### src/rtl/noc_pkg.sv
// noc_pkg: shared link constants and the credit-counter width helper.
package noc_pkg;
  localparam int FLIT_W = 8;
  localparam int VC_NUM = 2;
  localparam logic [FLIT_W-1:0] IDLE_FLIT = 8'h00;
  function automatic int cred_w(input int credits);
    return $clog2(credits + 1);
  endfunction
endpackage

### src/rtl/rr_arb2.sv
// rr_arb2: 2-request round-robin arbiter with a registered last-grant pointer.
//   clk, rst (sync, active-low) | req[1:0] requests | en allows pointer update
//   gnt[1:0] one-hot grant (combinational) | ptr last granted index (reset 1)
module rr_arb2 (
  input  logic       clk,
  input  logic       rst,
  input  logic [1:0] req,
  input  logic       en,
  output logic [1:0] gnt,
  output logic       ptr
);
  // On contention the requester not granted last wins.
  always_comb gnt = (&req) ? (ptr ? 2'b01 : 2'b10) : req;
  always_ff @(posedge clk)
    if (!rst) ptr <= 1'b1;
    else if (en && |gnt) ptr <= gnt[1];
endmodule

### src/rtl/vc_link_tx.sv
// vc_link_tx: two-VC credit-based flit link transmitter with round-robin arbitration.
//   clk, rst (sync, active-low)
//   in_valid_k / in_flit_k / in_ready_k : per-VC source handshake
//   credit_ret_k : one-cycle credit return pulse from downstream VC k
//   flit_out / vc_sel / flit_valid : registered link outputs (flit_out 0 when idle)
//   credit_k : current credit count of VC k | err : sticky protocol error
module vc_link_tx
  import noc_pkg::*;
#(
  parameter int CREDITS = 1,
  localparam int CW = cred_w(CREDITS)
) (
  input  logic              clk,
  input  logic              rst,
  input  logic              in_valid_0,
  input  logic              in_valid_1,
  input  logic [FLIT_W-1:0] in_flit_0,
  input  logic [FLIT_W-1:0] in_flit_1,
  output logic              in_ready_0,
  output logic              in_ready_1,
  input  logic              credit_ret_0,
  input  logic              credit_ret_1,
  output logic [FLIT_W-1:0] flit_out,
  output logic              vc_sel,
  output logic              flit_valid,
  output logic [CW-1:0]     credit_0,
  output logic [CW-1:0]     credit_1,
  output logic              err
);
  localparam logic [CW-1:0] CMAX = CW'(CREDITS);
  logic [VC_NUM-1:0] valid, ready, xfer, load, zero, sat, eligible, grant, ret, hold_v;
  logic [VC_NUM-1:0][FLIT_W-1:0] flit_in, hold;
  logic [VC_NUM-1:0][CW-1:0] credit, credit_nxt;
  logic ptr_unused;
  assign valid      = {in_valid_1, in_valid_0};
  assign flit_in    = {in_flit_1, in_flit_0};
  assign ret        = {credit_ret_1, credit_ret_0};
  assign in_ready_0 = ready[0];
  assign in_ready_1 = ready[1];
  assign credit_0   = credit[0];
  assign credit_1   = credit[1];
  rr_arb2 u_arb (
    .clk (clk),
    .rst (rst),
    .req (eligible),
    .en  (1'b1),
    .gnt (grant),
    .ptr (ptr_unused)
  );
  // A granted hold register may reload in the same cycle, which keeps a
  // single VC streaming without bubbles.
  always_comb begin
    eligible   = '0;
    ready      = '0;
    xfer       = '0;
    load       = '0;
    zero       = '0;
    sat        = '0;
    credit_nxt = credit;
    for (int k = 0; k < VC_NUM; k++) begin
      eligible[k]   = hold_v[k] && credit[k] != '0;
      ready[k]      = !hold_v[k] || grant[k];
      xfer[k]       = valid[k] && ready[k];
      zero[k]       = xfer[k] && flit_in[k] == IDLE_FLIT;
      load[k]       = xfer[k] && flit_in[k] != IDLE_FLIT;
      sat[k]        = !grant[k] && ret[k] && credit[k] == CMAX;
      credit_nxt[k] = (grant[k] && !ret[k]) ? credit[k] - CW'(1) :
                      (!grant[k] && ret[k] && !sat[k]) ? credit[k] + CW'(1) : credit[k];
    end
  end
  always_ff @(posedge clk) begin
    if (!rst) begin
      hold_v     <= '0;
      hold       <= '0;
      credit     <= {VC_NUM{CMAX}};
      flit_out   <= IDLE_FLIT;
      vc_sel     <= 1'b0;
      flit_valid <= 1'b0;
      err        <= 1'b0;
    end else begin
      for (int k = 0; k < VC_NUM; k++) begin
        if (load[k]) hold[k] <= flit_in[k];
        hold_v[k] <= load[k] || (hold_v[k] && !grant[k]);
      end
      credit     <= credit_nxt;
      flit_out   <= |grant ? hold[grant[1]] : IDLE_FLIT;
      vc_sel     <= |grant ? grant[1] : vc_sel;
      flit_valid <= |grant;
      err        <= err || |zero || |sat;
    end
  end
endmodule

### config.mk
export PLATFORM = sky130hd
export DESIGN_NAME = vc_link_tx
export DESIGN_NICKNAME = d
export VERILOG_FILES = /design/src/rtl/noc_pkg.sv /design/src/rtl/rr_arb2.sv /design/src/rtl/vc_link_tx.sv
export SDC_FILE = /design/constraint.sdc
export NUM_CORES = 1
export LEC_CHECK = 0
export CORE_MARGIN = 5
export CORE_UTILIZATION = 40
export DETAILED_ROUTE_END_ITERATION = 8
export GPL_TIMING_DRIVEN = 0
export PLACE_DENSITY = 0.71
export REMOVE_ABC_BUFFERS = 1
export SYNTH_ARGS = -nofsm -noshare
export SYNTH_HDL_FRONTEND = slang
export SYNTH_SLANG_ARGS = --single-unit
### constraint.sdc
create_clock -name clk -period 1.45 [get_ports clk]
set_clock_uncertainty 0.2 [all_clocks]
set_input_delay 0.29 -clock clk [delete_from_list [all_inputs] [get_ports clk]]
set_output_delay 0.29 -clock clk [all_outputs]
set_load 0.1 [all_outputs]
==> results.py <==
metrics = {
    "sta": {
        "tightest_slew_ns": 0.331,
        "max_slew_margin": 0.779,
        "hold_viol_final": 0,
        "slew_viol_final": 0,
        "setup_viol": 19,
        "setup_slack_ns": -0.293,
        "final.setup.tns_ns": -1.42,
        "fin_crit_sh": 1.20,
        "fmax_mhz": 574,
        "grt_setup_unrepaired": "yes",
        "min_period_ns": 1.74,
    },
    "grt": {
        "grt_usage": 0.194,
        "grt_pass1_vias": 1398,
        "grt_pass1_wl_um": 6420,
        "antenna_found_initial": 0,
        "grt_overflow": 0,
        "grt_max_degree": 23,
    },
    "power_and_ir_drop": {
        "power.total_mw": 2.19,
        "p_leak_nw": 0.855,
        "ir_drop_v": 0.00101,
        "pwr_density_cell_nw_per_um2": 991,
    },
    "flow_run": {
        "drv_cap": 0,
    },
    "placed_design": {
        "io_buffer_count": 36,
        "routabilityCongestion": 0.821,
        "dp_hpwl_um": 2410,
        "place_inst": 229,
    },
    "synth": {
        "synth.distinct_cells": 22,
        "yosysSeqAreaShare": 0.486,
        "synth_top_area_cell": "dfxtp_1",
        "synth.avg_cell_area_um2": 8.35,
        "synth_top_area_share": 0.486,
        "synthFlopType": "dfxtp_1",
        "syn_area_um2": 1320,
        "async_flop_share": 0,
        "ys_warn_count": 0,
        "synth_area_leaders": "dfxtp_1 (49%), a21oi_1 (10%), nand2_1 (9.4%)",
        "synth_edf_count": 0,
        "synth_cells": 158,
        "synth-seq-cells": 32,
    },
    "final_layout": {
        "fin_nets": 236,
        "fin_cells": 259,
        "drive_gt1_frac": 0.433,
        "diodes": 0,
        "area_growth_pct": 67.6,
        "layout_common_cells": "nand2_1 (27), dfxtp_1 (27), a21oi_1 (18), nand3_1 (14), buf_6 (14)",
    },
    "worst_setup_path": {
        "path_cells": "nand3b_1, nand2_1, nand2_2, buf_12",
        "rrSetupSlack_ns": -0.11,
        "crit_path_start_kind": "flop",
        "max_stage_delay_ns": 0.34,
        "worstPathBufferInverterCount": 1,
        "cp-end-kind": "output port",
        "cp.required_ns": 0.96,
        "r2r_start": "u_arb.ptr$_SDFFE_PN1N_",
        "cp_top_family": "simple AND/OR/NAND/NOR gates",
        "critical_path_class": "flop to output port",
        "critPathMaxFanout": 3,
        "arrival_ns": 1.25,
        "worst_path_max_delay_cell": "dfxtp_2",
        "r2r-end": "hold[0]$_SDFFE_PN0P_",
        "r2r_cells": 6,
    },
    "clock_tree": {
        "cts_buffers": 5,
        "cts_tree": "done",
        "cts_root_buffer": "clkbuf_4",
        "ctsHtreeMaxLevel": 2,
        "clock_path_buffers": 2,
        "path_clk_slew_ns": 0.10,
        "clock_sink_count": 32,
        "clk_latency_ns": 0.35,
    },
    "routing": {
        "routedWlPerCell_um": 16.8,
        "ant_nets": 0,
        "avgViaCountPerCell": 5.66,
        "vias": 1466,
        "initialDrtViolationCount": 98,
        "drc": 0,
        "dr.pass1.iters": 4,
        "drt_wl_total_um": 4360,
    },
    "floorplan": {
        "pin_count": 37,
        "fp-row-count": 20,
        "start_util": 0.425,
        "coreArea_um2": 3100,
        "die_y_um": 67.4,
        "die_w_um": 67.4,
        "fp.dieArea_um2": 4550,
    },
    "hold_path": {
        "worstHoldStart": "in_flit_1[0]",
        "hold-path-cell-count": 3,
        "hp-class": "input pin to flop",
        "min_to": "hold[8]$_SDFFE_PN0P_",
    },
    "outcome": {
        "status": "complete, but fails checks",
        "violations": "setup timing",
    },
}
-- cell type report --
type | count | area, µm²
Fill cell | 238 | 893
Multi-Input combinational cell | 119 | 838
Sequential cell | 32 | 657
Timing Repair Buffer | 53 | 564
Tap cell | 44 | 55.1
Clock buffer | 6 | 41.3
Clock inverter | 2 | 35.0
Inverter | 2 | 11.3
Timing Repair inverter | 1 | 7.51
-- through the flow --
stage               instance area [µm²]  hold slack (ns)  utilization  setup slack (ns)
floorplan                          1250            0.162            -             -1.35
global placement                   1660            0.247        0.535             -1.24
detailed placement                 1660            0.249        0.535             -1.25
CTS                                1990            0.174        0.641            -0.222
global route                       2210           0.0824        0.712            -0.344
finish                             2210           0.0692        0.712            -0.293
-- worst reg2reg max path, cell delays in order, from the launching register on --
cell	delay [ns]
dfxtp_2	0.34
buf_4	0.15
nand4b_1	0.24
buf_4	0.20
nand3_4	0.14
o21ai_1	0.08
a21oi_1	0.15
-- Yosys cell counts (all sizes together) (2+ instances only) --
cell,instances
and2,2
nor4,4
nand3,20
a211o,2
nand2,33
nand2b,2
a31oi,2
a21oi,27
clkbuf,2
o21ai,16
buf,6
and3,2
dfxtp,32
inv,2
-- how the worst max path moves through the flow --
stage                           startpoint    endpoint  slack, ns  depth (start not counted)
CTS                 u_arb.ptr$_SDFFE_PN1N_  in_ready_0      -0.22                          4
floorplan            credit_1$_SDFFE_PN1P_  in_ready_1      -1.35                          2
detailed placement    hold_v[0]$_SDFF_PN0_  in_ready_1      -1.25                          4
global route        u_arb.ptr$_SDFFE_PN1N_  in_ready_0      -0.34                          4
global placement      hold_v[0]$_SDFF_PN0_  in_ready_1      -1.24                          4
finish              u_arb.ptr$_SDFFE_PN1N_  in_ready_0      -0.29                          4
-- report_power, final --
group / leakage, nW / switching, mW / internal [mW]
logic: 0.549 / 0.337 / 0.210
clock network: 0.0422 / 0.314 / 0.361
registers: 0.264 / 0.0404 / 0.927
-- flip-flops by register name, summed over array words and instances, names as in the netlist --
name        cells
credit_0        1
flit_valid      1
hold_v          2
err             1
vc_sel          1
hold           16
credit_1        1
u_arb.ptr       1
flit_out        8
-- routing by layer --
layer | part of all wire | vias to the layer above | global-route usage
met3 | 0.058 | 16 | 0.0599
met4 | 0.019 | 0 | 0.0962
li1 | - | 681 | -
met1 | 0.37 | 709 | 0.195
met5 | 0 | - | 0
met2 | 0.55 | 60 | 0.357
-- what timing repair did --
action / 4_1_cts / 5_1_grt
resized for setup: 154 / 54
hold buffers: 0 / 0
gates cloned: 3 / 2
setup buffers: 12 / 5
setup endpoints to repair: 43 / 42
pin swaps: 14 / 16
-- cells by family after synthesis --
| kind of cell | count (synthesis) | share of synthesized area |
|---|---|---|
| and+or+nand+nor | 67 | 0.258 |
| AOI/OAI and AO/OA | 48 | 0.195 |
| DFF | 32 | 0.486 |
| buffers and inverters | 11 | 0.0607 |
No activity file was read; power rests on OpenSTA's default activity.
